--- config.mk ---
export PLATFORM = sky130hd
export DESIGN_NAME = stopwatch_ctrl
export DESIGN_NICKNAME = d
export VERILOG_FILES = /design/src/rtl/stopwatch_pkg.sv /design/src/rtl/btn_debounce.sv /design/src/rtl/stopwatch_ctrl.sv
export SDC_FILE = /design/constraint.sdc
export NUM_CORES = 1
export LEC_CHECK = 0
export BUFFER_PORTS_ARGS = -buffer_cell sky130_fd_sc_hd__buf_2
export CAP_MARGIN = 20
export CORE_AREA = 2 2 49 60
export DETAILED_ROUTE_END_ITERATION = 16
export DIE_AREA = 0 0 51 62
export PLACE_DENSITY = 0.8
export SETUP_SLACK_MARGIN = 0.1
export SLEW_MARGIN = 20
export SYNTH_ARGS = -nofsm -noshare
export SYNTH_HDL_FRONTEND = slang
export SYNTH_SLANG_ARGS = --single-unit
--- constraint.sdc ---
create_clock -name clk_i -period 1.89 [get_ports clk_i]
set_clock_uncertainty 0.1 [all_clocks]
set_input_delay 0.2835 -clock clk_i [delete_from_list [all_inputs] [get_ports clk_i]]
set_output_delay 0.2835 -clock clk_i [all_outputs]
set_load 0.005 [all_outputs]
--- src/rtl/stopwatch_pkg.sv ---
// Shared constants and state encoding for the stopwatch control sequencer.
package stopwatch_pkg;

  localparam int unsigned BcdW              = 8;
  localparam int unsigned DefDebounceCycles = 4;
  localparam int unsigned DefTickDiv        = 10;

  typedef enum logic [1:0] {
    StIdle  = 2'b00,
    StRun   = 2'b01,
    StLap   = 2'b10,
    StPause = 2'b11
  } sw_state_e;

endpackage

--- src/rtl/btn_debounce.sv ---
// Two-flop synchronizer, stability-counter debouncer and one-cycle press pulse
// for a raw, bouncing push button.
module btn_debounce
  import stopwatch_pkg::*;
#(
  parameter int unsigned DEBOUNCE_CYCLES = DefDebounceCycles
) (
  input  logic clk_i,
  input  logic rst_i,
  input  logic btn_i,
  output logic press_o
);

  localparam int unsigned CntW = $clog2(DEBOUNCE_CYCLES + 1);

  logic            s1_q, s2_q;
  logic            db_q, db_d, db_prev_q;
  logic [CntW-1:0] cnt_q, cnt_d;

  always_comb begin
    db_d  = db_q;
    cnt_d = '0;
    if (s2_q != db_q) begin
      // Flip on the edge where the count would reach DEBOUNCE_CYCLES.
      if (cnt_q == CntW'(DEBOUNCE_CYCLES - 1)) begin
        db_d = s2_q;
      end else begin
        cnt_d = cnt_q + CntW'(1);
      end
    end
  end

  always_ff @(posedge clk_i or posedge rst_i) begin
    if (rst_i) begin
      s1_q      <= 1'b0;
      s2_q      <= 1'b0;
      db_q      <= 1'b0;
      db_prev_q <= 1'b0;
      cnt_q     <= '0;
    end else begin
      s1_q      <= btn_i;
      s2_q      <= s1_q;
      db_q      <= db_d;
      db_prev_q <= db_q;
      cnt_q     <= cnt_d;
    end
  end

  assign press_o = db_q & ~db_prev_q;

endmodule

--- src/rtl/stopwatch_ctrl.sv ---
// Stopwatch control sequencer: button debouncing, IDLE/RUN/LAP/PAUSE FSM,
// count-tick prescaler and lap-freeze display mux.
module stopwatch_ctrl
  import stopwatch_pkg::*;
#(
  parameter int unsigned DEBOUNCE_CYCLES = DefDebounceCycles,
  parameter int unsigned TICK_DIV        = DefTickDiv
) (
  input  logic            clk_i,
  input  logic            reset_i,
  input  logic            btn_start_i,
  input  logic            btn_lap_i,
  input  logic [BcdW-1:0] count_in_i,
  output logic            tick_o,
  output logic            count_clr_o,
  output logic            running_o,
  output logic            freeze_o,
  output logic [BcdW-1:0] disp_bcd_o,
  output logic [1:0]      state_o
);

  localparam int unsigned PreW = $clog2(TICK_DIV);

  sw_state_e       state_q, state_d;
  logic [PreW-1:0] presc_q, presc_d;
  logic [BcdW-1:0] lap_q, lap_d;
  logic            start_press, lap_press_raw, lap_press;
  logic            running, presc_last;

  btn_debounce #(
    .DEBOUNCE_CYCLES(DEBOUNCE_CYCLES)
  ) u_db_start (
    .clk_i  (clk_i),
    .rst_i  (reset_i),
    .btn_i  (btn_start_i),
    .press_o(start_press)
  );

  btn_debounce #(
    .DEBOUNCE_CYCLES(DEBOUNCE_CYCLES)
  ) u_db_lap (
    .clk_i  (clk_i),
    .rst_i  (reset_i),
    .btn_i  (btn_lap_i),
    .press_o(lap_press_raw)
  );

  // Start wins a same-cycle collision; the lap press is dropped.
  assign lap_press  = lap_press_raw & ~start_press;
  assign running    = (state_q == StRun) || (state_q == StLap);
  assign presc_last = (presc_q == PreW'(TICK_DIV - 1));

  always_comb begin
    state_d = state_q;
    lap_d   = lap_q;
    unique case (state_q)
      StIdle: begin
        if (start_press) state_d = StRun;
      end
      StRun: begin
        if (start_press) begin
          state_d = StPause;
        end else if (lap_press) begin
          state_d = StLap;
          lap_d   = count_in_i;
        end
      end
      StLap: begin
        if (start_press)    state_d = StPause;
        else if (lap_press) state_d = StRun;
      end
      StPause: begin
        if (start_press)    state_d = StRun;
        else if (lap_press) state_d = StIdle;
      end
    endcase

    presc_d = presc_q;
    if (state_d == StIdle) begin
      presc_d = '0;
    end else if (running) begin
      presc_d = presc_last ? '0 : presc_q + PreW'(1);
    end
  end

  always_ff @(posedge clk_i or posedge reset_i) begin
    if (reset_i) begin
      state_q <= StIdle;
      presc_q <= '0;
      lap_q   <= '0;
    end else begin
      state_q <= state_d;
      presc_q <= presc_d;
      lap_q   <= lap_d;
    end
  end

  assign tick_o      = running & presc_last;
  assign count_clr_o = (state_q == StIdle);
  assign running_o   = running;
  assign freeze_o    = (state_q == StLap);
  assign state_o     = state_q;
  assign disp_bcd_o  = freeze_o ? lap_q : count_in_i;

endmodule

; Word level (Yosys, flattened, before mapping)
; Index checks and enable logic that the tools add are counted.
[totals]
register_bits = 28
in_bits = 12
out_inout_bits = 14
word_cells = 54
[op_classes]
add_sub_neg = 3
eq_ne = 8
muxes = 16
n_bitwise = 7
n_reduce_logical = 7
[op_table]
columns = op, count
row1 = 2-bit two-way mux, 7
row2 = 3-bit two-way mux, 4
row3 = 4-bit two-way mux, 3
row4 = 8-bit two-way mux, 1
row5 = 2-bit one-hot mux with 4 select lines, 1
row6 = "3-bit by 1-bit adder with 3-bit output, second input constant", 2
row7 = "3-bit by 2-bit == test with 1-bit output, second input constant", 2
row8 = "4-bit by 1-bit adder with 4-bit output, second input constant", 1
row9 = 1-bit AND, 4
row10 = "2-bit == test, second input constant", 2
row11 = "4-bit == test, second input constant", 1
row12 = 2-bit logical NOT, 2
row13 = 2-bit AND reduction, 2
row14 = 1-bit inverter, 3
row15 = 3-bit AND reduction, 1
row16 = "2-bit by 1-bit == test with 1-bit output, second input constant", 1
row17 = 1-bit != test, 2
row18 = 2-bit nonzero test, 1
row19 = 1-bit logical OR, 1

; Longest topological paths before layout
; Gate-level depths: netlist (run 1).
[depth]
word_depth = 9
ltp_mapped = 7
mapped_depth_nobuf = 7

; Hierarchy
; Synthesis (run 1) repeated with hierarchy kept, for this count alone.
[hier_totals]
hier_cells = 108
hier_area_um2 = 1372.6
[by_module_without_submodules]
columns = module, instances, cells_per_inst, area_each_um2, seq_area_each_um2
row1 = stopwatch_ctrl, 1, 76, 859.6, 350.3
row2 = btn_debounce, 2, 16, 256.5, 175.2

; Worst setup path after synthesis (run 1)
; Ideal clock, no wire load.
[synth_path]
path_type = flip-flop to flip-flop
from = reg state_q[0], in the netlist state_o[0]
to = reg presc_q[2]
setup_time_ps = 134
t_arrival_ps = 1487
required_ps = 1656
path_slack_ps = 169
path_stages_with_launch = 8
path_buffers = 1
synth_period_minus_slack_ps = 1721
path_cell_list = dfrtp_1 > inv_1 > ha_1 > buf_2 > a211oi_2 > a311oi_1 > a311oi_2 > nor3_1
[synth_via]
elab_cells_between_ends = 16
classes_between = eq/ne: 3 / mux: 9 / reduce/logical: 4
[synth_rtl]
columns = element, line_no
row1 = from (decl), stopwatch_ctrl.sv:24  ; sw_state_e state_q, state_d;
row2 = from (signal assigned), stopwatch_ctrl.sv:88  ; state_q <= StIdle;
row3 = from (signal assigned), stopwatch_ctrl.sv:92  ; state_q <= state_d;
row4 = 2-bit == test (*), -
row5 = net freeze_o, stopwatch_ctrl.sv:17  ; output logic freeze_o,
row6 = 2-bit one-hot mux with 4 select lines, stopwatch_ctrl.sv:56  ; unique case (state_q)
row7 = 2-bit logical NOT, stopwatch_ctrl.sv:79  ; if (state_d == StIdle) begin
row8 = 4-bit two-way mux / 2-bit nonzero test (equally long branches), -
row9 = to (signal assigned), stopwatch_ctrl.sv:93  ; presc_q <= presc_d;
row10 = to (decl), stopwatch_ctrl.sv:25  ; logic [PreW-1:0] presc_q, presc_d;
; Mark *: on every way through the listed nets, which the timed path passes. The rest lies on a longest branch.
; A chain may end at the register's enable or synchronous reset.

; Final worst setup path (run 1)
[layout_path]
from = reg state_q[0], in the netlist state_o[0]
to = out disp_bcd_o[4]
[layout_via]
elab_chain_cells = 2
[layout_rtl]
columns = element, line_no
row1 = 2-bit == test, stopwatch_ctrl.sv:101  ; assign freeze_o = (state_q == StLap);
row2 = 8-bit two-way mux, stopwatch_ctrl.sv:103  ; assign disp_bcd_o = freeze_o ? lap_q : count_in_i;
row3 = to (decl), stopwatch_ctrl.sv:18  ; output logic [BcdW-1:0] disp_bcd_o,
; Every way passes these cells.

==> results of run 1 <==
[worst max-delay path, delay by kind of cell, from the launching register on]
family,cells,cell delay [ns]
fa+ha+maj,1,0.17
flops,1,0.42
buf+inv,3,0.32
mux,1,0.31
[layer usage]
layer | global-route usage, % | part of all wire, %
met3 | 1.67 | 2.6
met5 | 0 | 0
met4 | 8.88 | 1.6
met1 | 23.1 | 42
met2 | 32.5 | 54
[stage by stage]
stage	instances	setup WS [ns]	total power, mW	TNS (ns)
finish	184	-0.0328	2.77	-0.235
global route	184	-0.0900	2.97	-1.11
floorplan	102	0.169	1.67	0
global placement	163	0.182	1.90	0
CTS	180	-0.0340	2.68	-0.210
detailed placement	163	0.0637	1.98	0
[flip-flops by register name, summed over array words and instances, names as in the netlist]
| name | cells |
|---|---|
| u_db_lap.s1_q | 1 |
| u_db_start.cnt_q | 3 |
| u_db_lap.s2_q | 1 |
| u_db_start.db_q | 1 |
| state_o | 2 |
| lap_q | 8 |
| u_db_lap.db_prev_q | 1 |
| u_db_start.s1_q | 1 |
| u_db_start.s2_q | 1 |
| u_db_lap.db_q | 1 |
| u_db_start.db_prev_q | 1 |
| u_db_lap.cnt_q | 3 |
| presc_q | 4 |
[worst paths after layout]
path                                    startpoint                 endpoint  depth (start not counted)
max                           state_o[0]$_DFF_PP0_            disp_bcd_o[4]                          5
min in group asynchronous                  reset_i     lap_q[1]$_DFFE_PP0P_                          4
max reg2reg                   state_o[1]$_DFF_PP0_     lap_q[4]$_DFFE_PP0P_                          6
min                                  count_in_i[1]     lap_q[1]$_DFFE_PP0P_                          2
max in group asynchronous                  reset_i     state_o[1]$_DFF_PP0_                          4
min reg2reg                u_db_lap.s1_q$_DFF_PP0_  u_db_lap.s2_q$_DFF_PP0_                          0
[report_power, final]
part / internal (mW) / switching [mW] / total (mW) / leakage [nW]
logic: 0.879 / 0.661 / 1.54 / 0.487
registers: 0.811 / 0.137 / 0.947 / 0.349
clock network: 0.118 / 0.164 / 0.281 / 0.0210
total: 1.81 / 0.961 / 2.77 / 0.857
[cells by family (layout without fill, tap and decap cells)]
logic type      after synthesis  count (layout)  share of synthesized area (%)
simple gates                 28              28                           11.5
buf+inv                       5              53                           1.53
compound gates               10              10                           6.43
fa+ha+maj                     8               8                           7.68
mux                          20              20                           17.1
xor+xnor                      3               3                           2.02
flops                        28              28                           53.7
[placed cells by master, fill, tap and decap left out, types with 3 or more instances in the layout]
cell type | netlist | final
dfrtp_1 | 28 | 27
buf_2 | 1 | 17
buf_4 | 0 | 13
buf_6 | 0 | 11
mux2_2 | 18 | 10
mux2_4 | 0 | 8
nor2_1 | 7 | 5
nand2_1 | 5 | 4
nor2b_1 | 3 | 3
nor3b_1 | 3 | 3
nor3_1 | 3 | 3
inv_1 | 4 | 3
ha_2 | 0 | 3
ha_1 | 8 | 3
clkbuf_4 | 0 | 3
dlygate4sd3_1 | 0 | 3
[what timing repair did]
item | in CTS | in global routing
hold buffers | 3 | 0
setup endpoints to repair | 23 | 21
resized for setup | 31 | 7
gates cloned | 1 | 0
pin swaps | 6 | 7
setup buffers | 9 | 4
hold endpoints to repair | 30 | 0
[area by class of cell]
type                    instances  area (um^2)  share of cell area (%)
well taps                      34         42.5                    2.34
repair buffers                 45          352                    19.3
flip-flops and latches         28          702                    38.6
inverters                       4         15.0                   0.825
multi-input cells              69          673                    37.0
clock buffers                   4         36.3                    1.99
==> metrics, run 1 <==
run status=finished with violations; failing checks=setup timing; Cell variety after synth=28; # DRC=0; later-pin clock latency in the skew report=between 0.3 and 0.4 ns; setup slack, reg-to-reg=about 0.030 ns; DIE WIDTH=between 50 and 60 um; Post-Synthesis Cell Area=1300 um^2; Die ar.=roughly 3200 um^2; Max Fclk=520 MHz; Post-synth EDFFs=0; Vias=952; crit-path max cell delay=between 0.4 and 0.5 ns; vias in the first global route=between 900 and 1000; CP max-delay cell=dfrtp_1; root buf cell=clkbuf_4; Yosys top cell area share=between 50% and 60%; Power Density=between 1500 and 2000 nW/um^2; RSZ-0062 raised after global routing=yes; Num CTS Buffers=3; Crit path required time=roughly 1.5 ns; Cells after Synth=~100; area delta synth->final=39.6%; Setup Crit Path Kind=reg -> out; Avg Inst Size Synth=approximately 13 um^2; Seq/Total Area, Yosys=between 50% and 60%; count leader, synth=dfrtp_1; final core utilization=around 69%; Starting Density=about 50%; yosys warns=0; Cell Rows=21; ANT cells=0; synthesized flop and latch total=28; remaining global-route overflow=0; Clock Path Buffers=2; placed inst area=1490 um^2; final slew viol count=0; Post-synth top flop=dfrtp_1; drt total wl=roughly 2600 um; leakage=between 0.8 and 0.9 nW; VDD IR max=slightly below 1 mV; Final min period=1.92 ns; DRT iter0 DRCs=7; Worst Hold Slack=~0.10 ns; Detail Route Antenna Nets=0; Max Cap Viol=0; Async S/R FF share, synth=between 90% and 100%; ratio of cells with drive above 1 in the final layout=between 50% and 60%; CTS Sinks=28; port bufs=25; syn nets=between 100 and 150; endpoints failing setup=8; largest net degree at the start of global routing=29; Max FO, Critical Path=5; HP Class=in -> reg; Fillers=186; I/O Pins=26; Final Hold Viols=0; Slew @ Worst Pin=approximately 0.34 ns; Chip Height=62 um; CP Launch Type=register; fin crit share=102%; first-pass detailed-route iteration total=5; Max transition margin=between 70% and 80%; wire per inst=~14 um; core footprint=2650 um^2; initial antenna violation count=0; largest area contributor in the netlist=dfrtp_1; Synth area leaders=dfrtp_1 54%, mux2_2 16%, ha_1 7.7%, nor2_1 2.0%, nor3b_1 1.7%; H-Tree Depth=1; worst-path cell chain=inv_2, ha_4, buf_8, mux2_4, buf_6; vias per cell=just over 5; GRT Util Overall=18.4%; CTS clk-pin slew, worst paths=~0.14 ns; design area=~1800 um^2; CP Capture Type=primary output; list of most frequent post-synthesis cells=28 x dfrtp_1, 18 x mux2_2, 8 x ha_1; final net count=around 170; fin worst setup slack=-0.0328 ns; DP HPWL=about 1700 um; GPL Wtd Cong=0.753; TritonCTS clock tree=done; Worst EP arrival=about 1.5 ns; first-pass GRT wire length=4210 um
No activity file was read; power rests on OpenSTA's default activity.
==> inputs of run 2 (changes only) <==
BUFFER_PORTS_ARGS = default   (was -buffer_cell sky130_fd_sc_hd__buf_2)
CORE_AREA = 2 2 46 57   (was 2 2 49 60)
DIE_AREA = 0 0 48 59   (was 0 0 51 62)
DONT_BUFFER_PORTS = 1   (was default)
PLACE_DENSITY = 0.78   (was 0.8)
==> run 2 against run 1 <==
The flow still finishes with violations (setup timing). Final cell count is 18% lower. First-iteration DRC count is 130% higher. Worst hold slack worse by 0.080 ns. Clock-buffer cell count is 1 lower. Critical endpoint is now disp_bcd_o[2]. Largest cell class unchanged. Largest power group unchanged.
==> metrics, run 2 (same netlist as run 1, synthesis figures left out) <==
CP Launch Type=register; vias in the first global route=921 (-0.75%); hold wc startpoint=count_in_i[7]; number of flip-flops in the largest register=8 (unchanged); remaining global-route overflow=0 (unchanged); worst-path cell chain=inv_2, ha_4, buf_12, mux2_4; I/O Pins=26 (unchanged); vias per cell=5.48 (+5.9%); largest net degree at the start of global routing=29 (unchanged); later-pin clock latency in the skew report=0.32 ns (about the same); final net count=141 (-18%); gr busiest metal=met2; first-pass GRT wire length=3880 um (-7.9%); cell family with most CP delay=flip-flops; fin crit share=101% (-1.1 points); Detail Route Antenna Nets=0 (unchanged); GRT Util Overall=19.5% (+1.1 points); RSZ-0062 raised after global routing=yes; Vias=827 (-13%); Hold Crit Depth=1 (-1); wire per inst=15.5 um (+8.4%); GPL Wtd Cong=0.754 (+0.16%); Max transition margin=76.0% (-1.3 points); H-Tree Depth=1 (unchanged); Crit path required time=1.51 ns (about the same); Final Hold Viols=0 (unchanged); worst hold path endpoint=lap_q[7]$_DFFE_PP0P_; failing checks=setup timing; area delta synth->final=22.4%; R2R Path End=presc_q[2]$_DFFE_PP0P_; Starting Density=57.7% (+8.6 points); WP buf/inv=2 (-1); core footprint=2260 um^2 (-15%); initial antenna violation count=0 (unchanged); DRT iter0 DRCs=16 (+9); leakage=0.714 nW (-17%); VDD IR max=1.29 mV (+34%); Largest Register=lap_q; HP Class=in -> reg; Chip Height=59 um (-4.8%); drt total wl=2330 um (-11%); Reg-to-Reg Start=state_o[1]$_DFF_PP0_; first-pass detailed-route iteration total=4 (-1); Num CTS Buffers=3 (unchanged); Crit. path cell count=4 (-1); Max Fclk=526 MHz (+1.1%); Power Density=1520 nW/um^2 (-0.20%); port bufs=0 (-100%); Final min period=1.90 ns (-0.0212 ns); Slew @ Worst Pin=0.360 ns (+0.0199 ns); Die ar.=2830 um^2 (-10%); ratio of cells with drive above 1 in the final layout=31.7% (-22 points); CP Capture Type=primary output; setup slack, reg-to-reg=0.04 ns (about the same); Max FO, Critical Path=8 (+3); # DRC=0 (unchanged); Max Cap Viol=0 (unchanged); R2R cell count=6 (unchanged); DP HPWL=1530 um (-8.1%); DIE WIDTH=48 um (-5.9%); crit-path max cell delay=0.47 ns (+0.05 ns); CP max-delay cell=dfrtp_2; Clock Path Buffers=2 (unchanged); Setup Crit Path Kind=reg -> out; TritonCTS clock tree=done; most common cell after layout, fill and taps aside=dfrtp_1; global-route met3 utilization=3.96% (+2.3 points); final slew viol count=0 (unchanged); CTS clk-pin slew, worst paths=0.15 ns (about the same); met2 Use GR=34.1% (+1.6 points); Worst EP arrival=1.52 ns (-0.02 ns); CTS Sinks=28 (unchanged); Cell Rows=19 (-9.5%); endpoints failing setup=8 (unchanged); total power=2.42 mW (-13%); M1 GR Usage=22.6% (-0.49 points); TNS Setup=-0.0708 ns (+0.164 ns); fin worst setup slack=-0.0116 ns (+0.0212 ns); biggest regs=lap_q: 8 flops, presc_q: 4 flops; root buf cell=clkbuf_4; run status=finished with violations; commonest non-fill, non-tap cells in the layout=26 x dfrtp_1, 10 x mux2_2, 10 x dlygate4sd3_1; ANT cells=0 (unchanged)
==> run 2: cell types whose count changed in the layout (fill, tap and decap cells not counted), sizes merged <==
cell         before  now
buf              42    5
bufinv            0    1
clkbuf            4    3
dlygate4sd3       3   10
==> run 2: where the power goes <==
group / total (mW) / internal, mW / switching [mW]
registers: 0.974 / 0.813 / 0.162
clock network: 0.382 / 0.214 / 0.167
logic: 1.07 / 0.551 / 0.514
==> run 2: worst max-delay path by stage <==
stage / from / to / slack, ns
floorplan: state_o[0]$_DFF_PP0_ / presc_q[2]$_DFFE_PP0P_ / 0.17
global placement: state_o[0]$_DFF_PP0_ / disp_bcd_o[1] / 0.14
detailed placement: state_o[1]$_DFF_PP0_ / presc_q[2]$_DFFE_PP0P_ / 0.09
CTS: state_o[0]$_DFF_PP0_ / disp_bcd_o[0] / -0.05
global route: state_o[0]$_DFF_PP0_ / disp_bcd_o[2] / -0.11
finish: state_o[0]$_DFF_PP0_ / disp_bcd_o[2] / -0.01
==> run 2: cell type report <==
| type | count | area, um^2 |
|---|---|---|
| clock buffer | 3 | 22.5 |
| clock inverter | 1 | 30.0 |
| fill | 169 | 663 |
| inverter | 4 | 15.0 |
| multi-input combinational | 69 | 636 |
| sequential | 28 | 703 |
| tap | 31 | 38.8 |
| timing repair buffer | 15 | 150 |
==> run 2: per-layer routing <==
layer  part of all wire (%)  wire length, um
met1                     41              966
met2                     53             1230
met3                    4.4              102
met4                    1.3               30
met5                      0                0
==> run 2: per-stage QoR <==
stage	instance area, um^2	instances	utilization [%]	hold WS (ns)	worst slack [ns]
floorplan	1300	102	-	0.215	0.169
global placement	1370	136	60.6	0.152	0.137
detailed placement	1370	136	60.6	0.158	0.0940
CTS	1580	150	69.9	0.000556	-0.0467
global route	1600	151	70.6	0.000785	-0.106
finish	1600	151	70.6	0.0247	-0.0116
==> run 2: what timing repair did <==
| item | in CTS | in global routing |
|---|---|---|
| gates resized for setup | 15 | 3 |
| endpoints found under the hold margin | 37 | 0 |
| buffers inserted | 0 | 1 |
| setup endpoints to repair | 10 | 21 |
| pin swaps | 1 | 2 |
| hold buffers | 10 | 0 |
==> inputs of run 3 (changes only) <==
MAX_ROUTING_LAYER = met4   (was default)
==> run 3 against run 2 <==
The run still ends with setup timing left. First-iteration DRC count down 13%. Setup slack worse by 0.0029 ns. Maximum frequency shrank 0.15%. Final cell count stayed put. Design area stayed put. Combinational power about the same. Critical path type unchanged. Power is essentially flat.
==> metrics, run 3 (same netlist as run 1, synthesis figures left out) <==
Num CTS Buffers=3 (unchanged); most common cell after layout, fill and taps aside=dfrtp_1; remaining global-route overflow=0 (unchanged); Largest Register=lap_q; DP HPWL=1530 um (unchanged); CP Capture Type=primary output; later-pin clock latency in the skew report=0.33 ns (about the same); CTS Sinks=28 (unchanged); met3 WL=89 um (-13%); core footprint=2260 um^2 (unchanged); cell family with most CP delay=flip-flops; RSZ-0062 raised after global routing=yes; commonest non-fill, non-tap cells in the layout=26 x dfrtp_1, 10 x mux2_2, 10 x dlygate4sd3_1; Vias=823 (-0.48%); biggest regs=lap_q: 8 flops, presc_q: 4 flops; CP max-delay cell=dfrtp_2; Setup Crit Path Kind=reg -> out; GRT Util Overall=19.9% (+0.49 points); CTS clk-pin slew, worst paths=0.15 ns (about the same); Worst EP arrival=1.52 ns (about the same); Power Density=1520 nW/um^2 (about the same); H-Tree Depth=1 (unchanged); Final Hold Viols=0 (unchanged); worst-path cell chain=inv_2, ha_4, buf_12, mux2_4; final net count=141 (unchanged); Detail Route Antenna Nets=0 (unchanged); I/O Pins=26 (unchanged); port bufs=0 (unchanged); number of flip-flops in the largest register=8 (unchanged); non-filler cells, final=151 (unchanged); fin worst setup slack=-0.0145 ns (-0.00289 ns); Max transition margin=76.0% (about the same); Max Cap Viol=0 (unchanged); endpoints failing setup=8 (unchanged); Final min period=1.90 ns (+0.00289 ns); design area=1600 um^2 (unchanged); Slew @ Worst Pin=0.360 ns (+0.000622 ns); area delta synth->final=22.4% (unchanged); CP Launch Type=register; crit-path max cell delay=0.47 ns (about the same); drt total wl=2320 um (-0.43%); vias in the first global route=924 (+0.33%); Clock Path Buffers=2 (unchanged); TNS Setup=-0.100 ns (-0.0295 ns); Die ar.=2830 um^2 (unchanged); GPL Wtd Cong=0.764 (+1.3%); final slew viol count=0 (unchanged); ANT cells=0 (unchanged); DRT iter0 DRCs=14 (-2); run status=finished with violations; M1 WL=971 um (+0.52%); fin crit share=101% (+0.15 points); VDD IR max=1.29 mV (-0.18%); Cell Rows=19 (unchanged); placed cell count=136 (unchanged); TritonCTS clock tree=done; # DRC=0 (unchanged); root buf cell=clkbuf_4; Highest Signal Layer=met4; WL met2=1230 um (-0.16%); Chip Height=59 um (unchanged); Max FO, Critical Path=8 (unchanged); initial antenna violation count=0 (unchanged); wire per inst=15.4 um (-0.43%); total power=2.42 mW (about the same); largest net degree at the start of global routing=29 (unchanged); first-pass detailed-route iteration total=4 (unchanged); first-pass GRT wire length=3860 um (-0.34%); Max Fclk=525 MHz (-0.15%); ratio of cells with drive above 1 in the final layout=31.7% (unchanged); placed inst area=1370 um^2 (unchanged); Post-Place Worst Slack=0.0940 ns (unchanged); HP Class=in -> reg; leakage=0.714 nW (unchanged); Crit path required time=1.51 ns (about the same); DIE WIDTH=48 um (unchanged); failing checks=setup timing; WP buf/inv=2 (unchanged); Starting Density=57.7% (unchanged); vias per cell=5.45 (-0.48%)
-- run 3: cell counts in the layout (fill, tap and decap cells not counted) --
Identical to the previous run, type by type.
-- run 3: final timing paths --
kind | from | to | slack, ns | cells past startpoint
max in group asynchronous | reset_i | state_o[1]$_DFF_PP0_ | 1.09 | 3
min in group asynchronous | reset_i | lap_q[0]$_DFFE_PP0P_ | 0.33 | 3
setup / recovery | state_o[0]$_DFF_PP0_ | disp_bcd_o[2] | -0.01 | 4
hold / removal | count_in_i[7] | lap_q[7]$_DFFE_PP0P_ | 0.02 | 1
setup reg to reg | state_o[1]$_DFF_PP0_ | presc_q[2]$_DFFE_PP0P_ | 0.04 | 6
hold reg to reg | u_db_lap.s1_q$_DFF_PP0_ | u_db_lap.s2_q$_DFF_PP0_ | 0.28 | 0
-- run 3: power by group --
| group | switching [mW] | internal (mW) | total (mW) |
|---|---|---|---|
| logic | 0.513 | 0.551 | 1.06 |
| registers | 0.161 | 0.813 | 0.974 |
| clock network | 0.167 | 0.215 | 0.382 |
| total | 0.842 | 1.58 | 2.42 |
-- run 3: routing by layer --
| metal | vias to the layer above | global-route usage [%] |
|---|---|---|
| met2 | 25 | 34.1 |
| met5 | - | - |
| li1 | 390 | - |
| met1 | 404 | 23.0 |
| met3 | 4 | 3.05 |
| met4 | 0 | 6.95 |
-- run 3: layout make-up --
type                            instances  area (um^2)
Fill cell                             169          663
Sequential cell                        28          703
Inverter                                4         15.0
Clock inverter                          1         30.0
Clock buffer                            3         22.5
Tap cell                               31         38.8
Timing Repair Buffer                   15          150
Multi-Input combinational cell         69          636
-- run 3: what timing repair did --
action / in CTS / in global routing
hold buffers: 10 / 0
setup endpoints to repair: 10 / 21
gates resized for setup: 15 / 3
pin swaps: 1 / 2
buffers inserted: 0 / 1
hold endpoints to repair: 37 / 0
-- run 3: per-stage QoR --
stage	hold WS (ns)	utilization (%)
after floorplan	0.215	-
after global placement	0.152	60.6
after detailed placement	0.158	60.6
after CTS	0.000556	69.9
after global routing	0.000785	70.6
final	0.0236	70.6
